===== config.mk =====
export PLATFORM = sky130hd
export DESIGN_NAME = divisor_secuencial_flat
export DESIGN_NICKNAME = d
export VERILOG_FILES = /design/src/rtl/divisor_secuencial_if.sv /design/src/rtl/divisor_secuencial.sv /design/src/flat_wrapper.sv
export SDC_FILE = /design/constraint.sdc
export NUM_CORES = 1
export LEC_CHECK = 0
export ABC_AREA = 1
export BUFFER_PORTS_ARGS = -buffer_cell sky130_fd_sc_hd__buf_2
export CAP_MARGIN = 25
export CORE_MARGIN = 1
export CORE_UTILIZATION = 57
export DETAILED_ROUTE_END_ITERATION = 16
export PLACE_DENSITY = 0.88
export REMOVE_ABC_BUFFERS = 1
export SLEW_MARGIN = 20
export SYNTH_ARGS = -nofsm -noshare
export SYNTH_HDL_FRONTEND = slang
export SYNTH_SLANG_ARGS = --single-unit

===== constraint.sdc =====
create_clock -name clk -period 2.51 [get_ports clk]
set_input_delay 0.502 -clock clk [delete_from_list [all_inputs] [get_ports clk]]
set_output_delay 0.502 -clock clk [all_outputs]
set_load 0.01 [all_outputs]

===== src/rtl/divisor_secuencial_if.sv =====
// Request/result bundle of the sequential restoring divider.
// The testbench drives through the master side; the divider uses the slave side.
interface divisor_secuencial_if #(
    parameter int N = 24
) ();
    logic           start;
    logic [2*N-1:0] dividendo;
    logic [N-1:0]   divisor;
    logic           busy;
    logic           done;
    logic [N-1:0]   cociente;
    logic [N-1:0]   residuo;
    logic           desborde;
    logic           div_cero;

    modport master (
        output start, dividendo, divisor,
        input  busy, done, cociente, residuo, desborde, div_cero
    );

    modport slave (
        input  start, dividendo, divisor,
        output busy, done, cociente, residuo, desborde, div_cero
    );
endinterface


===== src/rtl/divisor_secuencial.sv =====
// Iterative restoring divider: 2N-bit dividend / N-bit divisor, one quotient bit per clock.
// Optional round-to-nearest on completion when DIV_ROUND_EN is defined.
module divisor_secuencial #(
    parameter int N = 24
) (
    input  logic                 clk,
    input  logic                 rst_n,
    divisor_secuencial_if.slave  bus
);
    localparam int CW = $clog2(N);

    typedef enum logic [1:0] {
        IDLE = 2'd0,
        CALC = 2'd1,
        DONE = 2'd2
    } state_t;

    state_t          state_q, state_d;
    logic [N-1:0]    r_q, r_d;
    logic [N-1:0]    dvd_q, dvd_d;
    logic [N-1:0]    dsr_q, dsr_d;
    logic [N-2:0]    q_q, q_d;
    logic [CW-1:0]   cnt_q, cnt_d;
    logic [N-1:0]    cociente_q, cociente_d;
    logic [N-1:0]    residuo_q, residuo_d;
    logic            desborde_q, desborde_d;
    logic            div_cero_q, div_cero_d;
    logic            busy_q, busy_d;
    logic            done_q, done_d;

    logic [N:0]      r_shift_s;
    logic [N:0]      diff_s;
    logic            ge_s;
    logic [N-1:0]    r_step_s;
    logic [N-1:0]    q_step_s;

    // One restoring step; r_shift < 2*divisor, so the borrow bit alone decides R >= divisor.
    assign r_shift_s = {r_q, dvd_q[N-1]};
    assign diff_s    = r_shift_s - {1'b0, dsr_q};
    assign ge_s      = ~diff_s[N];
    assign r_step_s  = ge_s ? diff_s[N-1:0] : r_shift_s[N-1:0];
    assign q_step_s  = {q_q, ge_s};

`ifdef DIV_ROUND_EN
    logic            round_up_s;
    logic            q_full_s;
    assign round_up_s = {r_step_s, 1'b0} >= {1'b0, dsr_q};
    assign q_full_s   = &q_step_s;
`endif

    // Next-state and datapath control for IDLE / CALC / DONE.
    always_comb begin
        state_d    = state_q;
        r_d        = r_q;
        dvd_d      = dvd_q;
        dsr_d      = dsr_q;
        q_d        = q_q;
        cnt_d      = cnt_q;
        cociente_d = cociente_q;
        residuo_d  = residuo_q;
        desborde_d = desborde_q;
        div_cero_d = div_cero_q;
        busy_d     = 1'b0;
        done_d     = 1'b0;

        case (state_q)
            IDLE: begin
                if (bus.start) begin
                    dvd_d      = bus.dividendo[N-1:0];
                    dsr_d      = bus.divisor;
                    desborde_d = 1'b0;
                    div_cero_d = 1'b0;
                    if (bus.divisor == '0) begin
                        div_cero_d = 1'b1;
                        cociente_d = '1;
                        residuo_d  = bus.dividendo[N-1:0];
                        state_d    = DONE;
                    end else if (bus.dividendo[2*N-1:N] >= bus.divisor) begin
                        desborde_d = 1'b1;
                        cociente_d = '1;
                        residuo_d  = bus.dividendo[N-1:0];
                        state_d    = DONE;
                    end else begin
                        r_d     = bus.dividendo[2*N-1:N];
                        q_d     = '0;
                        cnt_d   = CW'(N-1);
                        busy_d  = 1'b1;
                        state_d = CALC;
                    end
                end else begin
                    state_d = IDLE;
                end
            end
            CALC: begin
                r_d   = r_step_s;
                dvd_d = {dvd_q[N-2:0], 1'b0};
                q_d   = q_step_s[N-2:0];
                cnt_d = cnt_q - CW'(1);
                if (cnt_q == '0) begin
                    state_d = DONE;
                    busy_d  = 1'b0;
`ifdef DIV_ROUND_EN
                    if (round_up_s) begin
                        if (q_full_s) begin
                            cociente_d = '1;
                            desborde_d = 1'b1;
                        end else begin
                            cociente_d = q_step_s + N'(1);
                        end
                        residuo_d = dsr_q - r_step_s;
                    end else begin
                        cociente_d = q_step_s;
                        residuo_d  = r_step_s;
                    end
`else
                    cociente_d = q_step_s;
                    residuo_d  = r_step_s;
`endif
                end else begin
                    state_d = CALC;
                    busy_d  = 1'b1;
                end
            end
            DONE: begin
                done_d  = 1'b1;
                state_d = IDLE;
            end
            default: begin
                state_d = IDLE;
            end
        endcase
    end

    // State and result registers with asynchronous clear.
    always_ff @(posedge clk or negedge rst_n) begin
        if (!rst_n) begin
            state_q    <= IDLE;
            r_q        <= '0;
            dvd_q      <= '0;
            dsr_q      <= '0;
            q_q        <= '0;
            cnt_q      <= '0;
            cociente_q <= '0;
            residuo_q  <= '0;
            desborde_q <= 1'b0;
            div_cero_q <= 1'b0;
            busy_q     <= 1'b0;
            done_q     <= 1'b0;
        end else begin
            state_q    <= state_d;
            r_q        <= r_d;
            dvd_q      <= dvd_d;
            dsr_q      <= dsr_d;
            q_q        <= q_d;
            cnt_q      <= cnt_d;
            cociente_q <= cociente_d;
            residuo_q  <= residuo_d;
            desborde_q <= desborde_d;
            div_cero_q <= div_cero_d;
            busy_q     <= busy_d;
            done_q     <= done_d;
        end
    end

    assign bus.busy     = busy_q;
    assign bus.done     = done_q;
    assign bus.cociente = cociente_q;
    assign bus.residuo  = residuo_q;
    assign bus.desborde = desborde_q;
    assign bus.div_cero = div_cero_q;
endmodule

===== src/flat_wrapper.sv =====
// flat-port wrapper written by rule: the top's interface ports become plain ports
module divisor_secuencial_flat 
#(
    parameter int N = 24
)
  (clk, rst_n, bus_start, bus_dividendo, bus_divisor, bus_busy, bus_done, bus_cociente, bus_residuo, bus_desborde, bus_div_cero);
  divisor_secuencial_if #(.N(N)) bus_i ();
  input  logic clk;
  input  logic rst_n;
  input wire logic [$bits(bus_i.start)-1:0] bus_start;
  input wire logic [$bits(bus_i.dividendo)-1:0] bus_dividendo;
  input wire logic [$bits(bus_i.divisor)-1:0] bus_divisor;
  output wire logic [$bits(bus_i.busy)-1:0] bus_busy;
  output wire logic [$bits(bus_i.done)-1:0] bus_done;
  output wire logic [$bits(bus_i.cociente)-1:0] bus_cociente;
  output wire logic [$bits(bus_i.residuo)-1:0] bus_residuo;
  output wire logic [$bits(bus_i.desborde)-1:0] bus_desborde;
  output wire logic [$bits(bus_i.div_cero)-1:0] bus_div_cero;
  assign bus_i.start = bus_start;
  assign bus_i.dividendo = bus_dividendo;
  assign bus_i.divisor = bus_divisor;
  assign bus_busy = bus_i.busy;
  assign bus_done = bus_i.done;
  assign bus_cociente = bus_i.cociente;
  assign bus_residuo = bus_i.residuo;
  assign bus_desborde = bus_i.desborde;
  assign bus_div_cero = bus_i.div_cero;
  divisor_secuencial #(.N(N)) u_core (.clk(clk), .rst_n(rst_n), .bus(bus_i));
endmodule

======== Word-level counts from Yosys, hierarchy flattened ========
Index checks and enable logic that the tools add are counted.
operators by class
  $add $sub $neg .......................... 2
  multipliers ............................. 0
  div/mod/pow operators ................... 0
  order comparisons ....................... 1
  equal/unequal tests ..................... 7
  shift operators ......................... 0
  multiplexer cells ....................... 39
  bitwise logic cells ..................... 1
  reductions and logical operators ........ 8
operator list
  operator                                               count
  2-to-1 mux 24 bit                                      13
  case mux 24 bit (2 select lines)                       4
  2-to-1 mux 23 bit                                      3
  case mux 23 bit (2 select lines)                       1
  subtractor 25 x 24 -> 25 bit                           1
  >= comparator 24 bit                                   1
  zero test 24 bit                                       1
  2-to-1 mux 5 bit                                       3
  case mux 5 bit (2 select lines)                        1
  2-to-1 mux 1 bit                                       8
  2-to-1 mux 2 bit                                       4
  AND reduction 4 bit                                    2
  inequality test 2 bit, second input constant           3
  zero test 5 bit                                        1
  subtractor 5 x 1 -> 5 bit, second input constant       1
  case mux 2 bit (2 select lines)                        1
  AND reduction 2 bit                                    2
  inequality test 3 x 1 -> 1 bit, second input constant  1
  == test 2 x 1 -> 1 bit, second input constant          1
  == test 2 bit, second input constant                   1
  zero test 2 bit                                        1
  inequality test 2 x 1 -> 1 bit, second input constant  1
  case mux 1 bit (2 select lines)                        1
  nonzero test 2 bit                                     1
  inverter 1 bit                                         1
word-level totals
  register bits after elaboration ......... 154
  bits in latches ......................... 0
  bits in writable memories ............... 0
  memory bits (read-only) ................. 0
  input bits .............................. 75
  output and inout port bits .............. 52
  logic and storage cells ................. 70
  memories ................................ 0

======== Logic depth before layout (Yosys ltp) ========
Gate-level depths: netlist (run 1).
  depth in word-level cells ............... 5
  depth in mapped cells ................... 18

======== Worst setup path after synthesis (run 1) ========
Ideal clock, no wire load.
  path kind ............................... register to register
  start point ............................. register u_core.dvd_q[23]
  end point ............................... register u_core.residuo_q[22] (netlist: u_core.bus.residuo[22])
  arrival ................................. 2.045 ns
  path slack .............................. 0.347 ns
  stages on the path, launching flop included .. 17
  path buffers ............................ 1
  clock period less this slack ............ 2.163 ns
  path through ............................ dfrtp_1 -> inv_1 -> ha_1 -> fa_1 -> inv_1 -> nand3_1 -> nand2_2 -> nand2_2 -> nand2_4 -> nand2_2 -> nand4_1 -> nand2_4 -> buf_12 -> nand3_2 -> nand2_2 -> nor2_1 -> nor2_2
on the way
  longest elaborated chain between the ends .. 4
RTL lines
  what                              RTL line                   text
  start: declaration                divisor_secuencial.sv:20   logic [N-1:0] dvd_q, dvd_d;
  start signal: assignment          divisor_secuencial.sv:152  dvd_q <= dvd_d;
  subtractor 25 x 24 -> 25 bit      divisor_secuencial.sv:39   assign diff_s = r_shift_s - {1'b0, dsr_q};
  2-to-1 mux 24 bit                 divisor_secuencial.sv:41   assign r_step_s = ge_s ? diff_s[N-1:0] : r_shift_s[N-1:0];
  2-to-1 mux 24 bit                 divisor_secuencial.sv:99   if (cnt_q == '0) begin
  case mux 24 bit (2 select lines)  divisor_secuencial.sv:66   case (state_q)
  end signal: assignment            divisor_secuencial.sv:157  residuo_q <= residuo_d;
  end: declaration                  divisor_secuencial.sv:25   logic [N-1:0] residuo_q, residuo_d;
Every way passes these cells. The select of a mux whose other input is x is not followed.
A chain may end at the register's enable or synchronous reset.

======== Worst setup path after layout (run 1) ========
  start point ............................. register u_core.r_q[22]
  end point ............................... register u_core.residuo_q[22] (netlist: u_core.bus.residuo[22])
on the way
  longest elaborated chain between the ends .. 4
RTL lines
  what                              RTL line                   text
  start: declaration                divisor_secuencial.sv:19   logic [N-1:0] r_q, r_d;
  start signal: assignment          divisor_secuencial.sv:151  r_q <= r_d;
  subtractor 25 x 24 -> 25 bit      divisor_secuencial.sv:39
  2-to-1 mux 24 bit                 divisor_secuencial.sv:41
  2-to-1 mux 24 bit                 divisor_secuencial.sv:99
  case mux 24 bit (2 select lines)  divisor_secuencial.sv:66
Every way passes these cells. The select of a mux whose other input is x is not followed.

==> flow_summary.toml, run 1 <==
[run_status]
outcome = "complete, no violations"

[global_routing]
grt_pass1_vias = 8928
grt_max_degree = 63
grt_usage_pct = 31.6
grt_pass1_wl_um = 43300
overflow = 0
antenna_found_initial = 1

[logic_synthesis]
ys_ff_latch = 153
synth_top_area_share_pct = 40.3
synth_cell_types = 34
yosysTopAreaCell = "dfrtp_1"
netlist_top_cells_area = "dfrtp_1, nand2_1, inv_1"
avgSynthCellArea_um2 = 7.24
ys_seq_area_share_pct = 40.3
yosys_warnings = 0
synth_area_um2 = 9510
syn_inst = 1313

[placement]
pre_cts_ws_ps = -14.2
placedCellCount = 1642
place_area_um2 = 10500
port_buffers = 126
gp_congestion = 0.938
dp_hpwl_um = 19000

[worst_hold_path]
hold_path_class = "in2async"

[drt]
via_per_inst = 5.51
firstDrtPassIters = 6
ant_nets = 0
num_vias = 9253
wirelength_um = 26800
drt_iter0_markers = 831
drc = 0
wire_per_inst_um = 16.0

[die]
dieArea_um2 = 17200
fp.dieW_um = 131
start_util_pct = 59.2
ios = 127
core-area_um2 = 16100
dieHeight_um = 131
placementRows = 46

[setup_path]
worstRegToRegCells = 13
r2r_setup_slack_ps = 70
rr_startpoint = "u_core.r_q[22]"
crit_required_ps = 2880
worstSetupEndpoint = "u_core.bus.residuo[22]"
worst_ep_arrival_time_ps = 2810
crit_type = "reg2reg"
cp_num_buf_inv = 2
cp-start-kind = "flip-flop"
cp-end-kind = "flip-flop"
critical_path.reg2reg.endpoint = "u_core.bus.residuo[22]"
cpMaxStageDelayCell = "dfrtp_1"
cp.depth = 13
critPathMaxStageDelay_ps = 450
crit_path_start = "u_core.r_q[22]"
crit_fanout = 6
crit_chain = "ha_1 > nand2_2 > inv_1 > nand2_1 > nand2_1 > a21oi_4 > nand4_1 > buf_6 > nand2_4 > nand3_1 > nand2_2 > nor2_1 > nor2_2"
cp_top_family = "simple AND/OR/NAND/NOR gates"

[power_and_ir_drop]
vdd_drop_max_mv = 0.903
p_per_area_nw_per_um2 = 1610
p_leak_uw = 0.00589

[timing]
hold_ws_ps = 2.08
setup_violations = 0
worst_pin_slew_ps = 505
min_period_over_period_pct = 97.1
layout_setup_ws_ps = 71.7
fin_worst_skew_ps = 9.34
clock.fmax_mhz = 410
max-slew-margin-rel_pct = 66.3
fin_crit_ps = 2440
slew_violations = 0
hold_violations = 0

[clock_network]
clk_pin_slew_ps = 70
h-tree-depth = 4
clock_sinks = 153
cts_tree = "built"
ctsHoldBuffers = 0
cts_root_buffer = "clkbuf_16"
cts_buffers = 17
clk_latency_ps = 430
cts_buffer_depth = 2

[finish]
layout-area-overhead-vs-synth_pct = 18.5
layout_common_cells = "nand2_1, inv_1, nor2_1, dfrtp_1, buf_2"
final_cell_count_no_fill = 1678
fin_nets = 1573
final_common_cell = "nand2_1"
final_cell_area_um2 = 11300
fillerInstances = 1210
drive_gt1_share_pct = 20.1

[flow_run]
max_cap_violations = 0
## final cells by class
class | instances | area (um^2) | share of cell area (%)
Inverter | 192 | 721 | 6.40
Sequential cell | 153 | 3830 | 34.0
Clock buffer | 19 | 453 | 4.02
Tap cell | 216 | 270 | 2.40
Antenna cell | 1 | 2.50 | 0.0222
Multi-Input combinational cell | 921 | 4820 | 42.7
Timing Repair Buffer | 163 | 1040 | 9.26
Clock inverter | 13 | 133 | 1.18
## sequential cells by signal (all words and copies together) (netlist names)
signal	count
u_core.bus.cociente	24
u_core.bus.residuo	24
u_core.dsr_q	24
u_core.dvd_q	24
u_core.r_q	24
u_core.q_q	23
u_core.cnt_q	5
u_core.bus.busy	1
u_core.bus.desborde	1
u_core.bus.div_cero	1
u_core.bus.done	1
u_core.state_q	1
## per-stage QoR
step                TNS, ps  power, uW  utilization, %
CTS                       0      17500            69.4
detailed placement    -26.3      14700            65.7
floorplan           -290500      11300               -
global route           -249      19500            70.2
global placement          0      14400            65.7
finish                    0      18100            70.2
## Yosys cell counts
master,instances
o21ai_0,58
a22oi_1,12
ha_1,49
buf_1,3
nand2_2,18
xor2_1,12
clkbuf_4,1
a21oi_1,53
nand2_4,3
a21oi_2,2
nand4_1,22
nor3_1,5
fa_1,1
clkbuf_1,23
nor2_2,20
xnor2_1,2
nand3_1,82
inv_1,189
nor2_4,3
buf_6,3
o21ai_1,2
dfrtp_1,153
buf_4,5
o211ai_1,1
nand3b_1,3
o221ai_1,11
nand3_2,22
nor2_1,166
a22o_1,1
buf_2,12
inv_2,3
nor3_2,1
buf_12,2
nand2_1,370
## logic make-up after synthesis
kind of cell | after synthesis | share of synthesized area, %
buffers and inverters | 241 | 10.5
DFF | 153 | 40.3
adders and majority gates | 50 | 6.66
AOI/OAI and AO/OA | 140 | 8.26
xor gates and xnor gates | 14 | 1.29
and+or+nand+nor | 715 | 33.0
## worst reg2reg max path: stages (launching register included)
cell and delay, ps:
dfrtp_1 450, ha_1 390, nand2_2 120, inv_1 40
nand2_1 60, nand2_1 90, a21oi_4 180, nand4_1 280
buf_6 240, nand2_4 120, nand3_1 130, nand2_2 140
nor2_1 60, nor2_2 60
## worst min path at each step
stage,endpoint,slack (ps),start,cells past startpoint
2_1_floorplan,u_core.bus.busy,210,rst_n,0
3_3_place_gp,u_core.bus.residuo[4],460,rst_n,1
3_5_place_dp,u_core.q_q[20],460,u_core.q_q[20],2
4_1_cts,u_core.bus.residuo[5],10,rst_n,1
5_1_grt,u_core.bus.residuo[5],40,rst_n,1
6_report,u_core.dsr_q[3],2,rst_n,1
## what timing repair did
item | in CTS | in global routing
endpoints found under the setup margin | 2 | 40
cloned | 0 | 2
pin swaps | 0 | 3
buffers inserted | 0 | 1
resized for setup | 1 | 26
## report_power, final
group / internal [uW] / total, uW / switching (uW) / leakage, uW
Combinational: 3990 / 11200 / 7190 / 0.00380
Sequential: 3630 / 4380 / 755 / 0.00180
Clock: 1450 / 2570 / 1130 / 0.000286
## metal layers
| layer | vias up | GRT usage, % | routed length [um] |
|---|---|---|---|
| met3 | 82 | 6.17 | 2440 |
| met5 | - | 0 | 0 |
| met1 | 4271 | 40.7 | 10900 |
| met4 | 0 | 16.3 | 1010 |
| li1 | 4400 | - | - |
| met2 | 500 | 50.7 | 12500 |
Power figures use the tool's default switching activity.
==> inputs of run 2 (changes only) <==
Settings changed: PLACE_DENSITY 0.88 to 0.79.
==> flow_summary.toml, run 2 (synthesis results as in run 1) <==
[run_status]
outcome = "complete, no violations"

[die]
dieHeight_um = 131
placementRows = 46
start_util_pct = 59.2
dieArea_um2 = 17200
core-area_um2 = 16100
ios = 127
fp.dieW_um = 131

[timing]
clock.fmax_mhz = 421
min_period_over_period_pct = 94.6
rsz0062_at_grt = "no"
max-slew-margin-rel_pct = 43.8
hold_violations = 0
setup_violations = 0
worst_pin_slew_ps = 843
fin_worst_skew_ps = 11.4
hold_ws_ps = 327
slew_violations = 0
setup-tns-final_ps = 0
fin_crit_ps = 2370

[global_routing]
grt_usage_pct = 31.4
overflow = 0
grt_pass1_vias = 8668
grt_max_degree = 67
grt_pass1_wl_um = 42900
antenna_found_initial = 0

[placement]
gp_congestion = 0.975
port_buffers = 126
dp_hpwl_um = 19200

[finish]
layout-area-overhead-vs-synth_pct = 18.2
diodes = 0
multi_input_comb_area_um2 = 4760
fillerInstances = 1346
fin_nets = 1576
final_common_cell = "nand2_1"
utilization_pct = 70.0
layout_common_cells = "nand2_1, inv_1, nor2_1, dfrtp_1, buf_2"
drive_gt1_share_pct = 19.4
regArea_um2 = 3830

[setup_path]
crit_type = "reg2reg"
critPathMaxStageDelay_ps = 370
critical_path.reg2reg.endpoint = "u_core.bus.residuo[23]"
cp_top_family = "simple AND/OR/NAND/NOR gates"
cpMaxStageDelayCell = "dfrtp_1"
worstRegToRegCells = 16
cp_num_buf_inv = 2
crit_required_ps = 2870
crit_chain = "inv_1 > ha_2 > fa_2 > inv_1 > nand3_1 > nand2_2 > nand2_2 > nand2_4 > nand2_2 > nand3_2 > nand2_2 > nand2_4 > nand3_2 > nand2_1 > nor2_1 > nor2_1"
cp-start-kind = "flip-flop"
r2r_setup_slack_ps = 140
cp-end-kind = "flip-flop"
worst_ep_arrival_time_ps = 2730
crit_fanout = 12
cp_common_cell = "nand2_2"
rr_startpoint = "u_core.dvd_q[23]"

[power_and_ir_drop]
clkPwrFrac_pct = 14.0
p_int_uw = 9020
p_leak_uw = 0.00590
p_per_area_nw_per_um2 = 1590
swShare_pct = 49.6
seqPwrFrac_pct = 24.5
combPwrFrac_pct = 61.4
total_power_uw = 17900
vdd_drop_max_mv = 0.732
p_sw_uw = 8870

[clock_network]
clk_pin_slew_ps = 70
cts_tree = "built"
cts_root_buffer = "clkbuf_16"
h-tree-depth = 4
cts_buffers = 17
cts_buffer_depth = 2
clock_sinks = 153
clk_latency_ps = 430

[flow_run]
max_cap_violations = 0

[worst_hold_path]
worstHoldPathCells = 3
hold_start = "bus_dividendo[27]"
min_to = "u_core.r_q[3]"
hold_path_class = "in2reg"

[drt]
drt_iter0_markers = 871
num_vias = 8938
ant_nets = 0
via_per_inst = 5.32
wire_per_inst_um = 15.8
firstDrtPassIters = 5
drc = 0
wirelength_um = 26500
[run 2: timing repair]
action                     CTS  global route
hold endpoints to repair     7             0
hold buffers                 1             0
setup buffers                0             1
gates resized for setup      3            14
pin swaps                    0             8
cloned                       0             2
setup endpoints to repair    3            42
[run 2: worst max-delay path by stage]
stage	from	end	slack, ps	cells past startpoint
2_1_floorplan	u_core.bus.busy	u_core.bus.residuo[17]	-2800	9
3_3_place_gp	bus_divisor[15]	u_core.bus.residuo[17]	7	17
3_5_place_dp	bus_divisor[13]	u_core.bus.residuo[19]	-10	17
4_1_cts	u_core.dvd_q[23]	u_core.bus.residuo[20]	20	15
5_1_grt	u_core.dvd_q[23]	u_core.r_q[7]	5	16
6_report	u_core.dvd_q[23]	u_core.bus.residuo[23]	140	16
[run 2: power groups by stage]
stage	Combinational [uW]	Sequential, uW	Clock [uW]
final	11000	4390	2510
after global routing	12200	4500	2620
after CTS	10500	4360	2530
after detailed placement	10400	4380	0
after global placement	10200	4340	0
after floorplan	6940	4400	0
[run 2: worst reg2reg max path, stage by stage, from the launching register on]
cell	delay, ps
dfrtp_1	370
inv_1	70
ha_2	200
fa_2	350
inv_1	60
nand3_1	90
nand2_2	110
nand2_2	60
nand2_4	60
nand2_2	60
nand3_2	100
nand2_2	130
nand2_4	230
nand3_2	130
nand2_1	130
nor2_1	50
nor2_1	90
[run 2: layout make-up]
class	count	area share, %
timing repair buffer	167	9.73
inverter	192	6.41
multi-input combinational	920	42.4
tap	216	2.40
clock inverter	9	0.801
clock buffer	23	4.25
sequential	153	34.1
[run 2: metrics by stage]
stage	worst slack, ps	std cells	area (um^2)
finish	137	1680	11200
global route	4.89	1680	11200
CTS	24.5	1677	11200
detailed placement	-10.1	1644	10600
global placement	7.32	1644	10600
floorplan	-2800	1264	9230
[run 2: layer usage]
metal  GRT usage (%)  vias to the layer above  wire length (um)
met2            50.9                      365             12400
met3            5.83                       50              1750
met5               0                        -                 0
li1                -                     4407                 -
met1            41.3                     4116             11600
met4            12.9                        0               702
==> inputs of run 3 (changes only) <==
Settings changed: CORE_UTILIZATION 57 to 23, PLACE_DENSITY 0.79 to unset.
Clock period 2.51 ns to 2.3 ns, I/O delays scaled along.
==> flow_summary.toml, run 3 (synthesis results as in run 1) <==
[timing]
slew_violations = 0
setup_violations = 20
hold_ws_ps = 280
clock.fmax_mhz = 425
setup-tns-final_ps = -368
min_period_over_period_pct = 102
rsz0062_at_grt = "yes"
fin_worst_skew_ps = 12.7
worst_pin_slew_ps = 463
max-slew-margin-rel_pct = 69.1
hold_violations = 0
layout_setup_ws_ps = -52.0
fin_crit_ps = 2350

[worst_hold_path]
hold_path_class = "in2reg"

[power_and_ir_drop]
total_power_uw = 22800
p_per_area_nw_per_um2 = 1770
p_leak_uw = 0.00642
vdd_drop_max_mv = 0.697

[setup_path]
cp-end-kind = "flip-flop"
crit_type = "reg2reg"
cp_top_family = "simple AND/OR/NAND/NOR gates"
cp-start-kind = "flip-flop"
crit_chain = "ha_1 > nand2_1 > nand2_1 > a21oi_2 > nand2_4 > nand2_4 > nand4_1 > nand2_8 > buf_12 > nand3_2 > nand2_4 > nor2_2 > nor2_1"
cp_common_cell = "nand2_4"
worst_ep_arrival_time_ps = 2700
cpMaxStageDelayCell = "dfrtp_1"
crit_required_ps = 2650
critPathMaxStageDelay_ps = 430
crit_fanout = 7
cp_num_buf_inv = 1

[clock_network]
cts_root_buffer = "clkbuf_16"
clk_latency_ps = 440
clock_sinks = 153
clk_pin_slew_ps = 70
cts_tree = "built"
cts_buffers = 17
cts_buffer_depth = 2
h-tree-depth = 4

[placement]
port_buffers = 126
dp_hpwl_um = 23800
gp_congestion = 0.869
pre_cts_ws_ps = -403

[drt]
ant_nets = 0
wire_per_inst_um = 15.3
drt_iter0_markers = 662
firstDrtPassIters = 4
via_per_inst = 4.42
drc = 0
wirelength_um = 31800
num_vias = 9209

[flow_run]
max_cap_violations = 0

[finish]
fin_nets = 1664
diodes = 0
utilization_pct = 31.6
layout_common_cells = "nand2_1, inv_1, dfrtp_1, nor2_1, buf_2"
final_common_cell = "nand2_1"
layout-area-overhead-vs-synth_pct = 35.7
drive_gt1_share_pct = 28.6

[global_routing]
grt_usage_pct = 14.9
grt_pass1_vias = 8568
grt_max_degree = 55
overflow = 0
grt_pass1_wl_um = 48200
antenna_found_initial = 1

[die]
core-area_um2 = 40800
fp.dieW_um = 205
start_util_pct = 23.3
dieArea_um2 = 42200
placementRows = 74
dieHeight_um = 205
ios = 127

[run_status]
violations = "setup timing"
outcome = "finished, violations left"
run 3: changes by cell type in the layout (fill, tap and decap cells not counted), moves of 9 or more:
| cell | change |
|---|---|
| nor2_1 | -30 |
| ha_4 | +12 |
| ha_1 | -12 |
| nor2_4 | +10 |
| nand2_1 | -17 |
| buf_4 | +83 |
| nor2_2 | +20 |
| nand2_4 | +9 |
run 3: tightest hold or removal path, stage by stage:
cell	delay [ps]
buf_2	90
a22oi_1	60
o21ai_0	70
run 3: metrics by stage:
stage	cells	area (um^2)
6_report	2083	12900
5_1_grt	2083	12900
4_1_cts	2077	12400
3_5_place_dp	2040	11600
3_3_place_gp	2040	11600
2_1_floorplan	1264	9230
run 3: final timing paths:
kind / start / end / slack (ps) / cells after the start
max: u_core.r_q[4] / u_core.bus.residuo[13] / -50 / 13
min: bus_dividendo[21] / u_core.dvd_q[21] / 280 / 3
max reg2reg: u_core.r_q[4] / u_core.bus.residuo[13] / -50 / 13
min reg2reg: u_core.q_q[20] / u_core.q_q[20] / 490 / 2
max in group asynchronous: rst_n / u_core.q_q[6] / 1250 / 3
min in group asynchronous: rst_n / u_core.bus.residuo[4] / 450 / 2
run 3: power by group:
group | switching (uW) | internal, uW | leakage [uW] | total [uW]
Sequential | 805 | 3960 | 0.00180 | 4760
Clock | 1240 | 1860 | 0.000299 | 3100
Combinational | 9030 | 5910 | 0.00432 | 14900
run 3: what timing repair did:
| action | 4_1_cts | 5_1_grt |
|---|---|---|
| cloned | 3 | 1 |
| pin swaps | 6 | 35 |
| endpoints found under the setup margin | 48 | 78 |
| buffers inserted | 2 | 5 |
| hold buffers | 1 | 0 |
| hold endpoints to repair | 18 | 0 |
| gates resized for setup | 23 | 99 |
run 3: layout make-up:
| type | count | area, um^2 |
|---|---|---|
| clock buffer | 19 | 443 |
| clock inverter | 12 | 189 |
| fill | 4391 | 27900 |
| inverter | 192 | 721 |
| multi-input combinational | 921 | 5250 |
| sequential | 153 | 3830 |
| tap | 532 | 666 |
| timing repair buffer | 254 | 1800 |
run 3: layer usage:
metal / track usage (%) / vias to the layer above / share of wire, %
li1: - / 4585 / -
met1: 21.3 / 4323 / 48
met2: 23.1 / 273 / 45
met3: 3.29 / 26 / 6.1
met4: 2.46 / 2 / 0.88
met5: 0 / - / 0.028
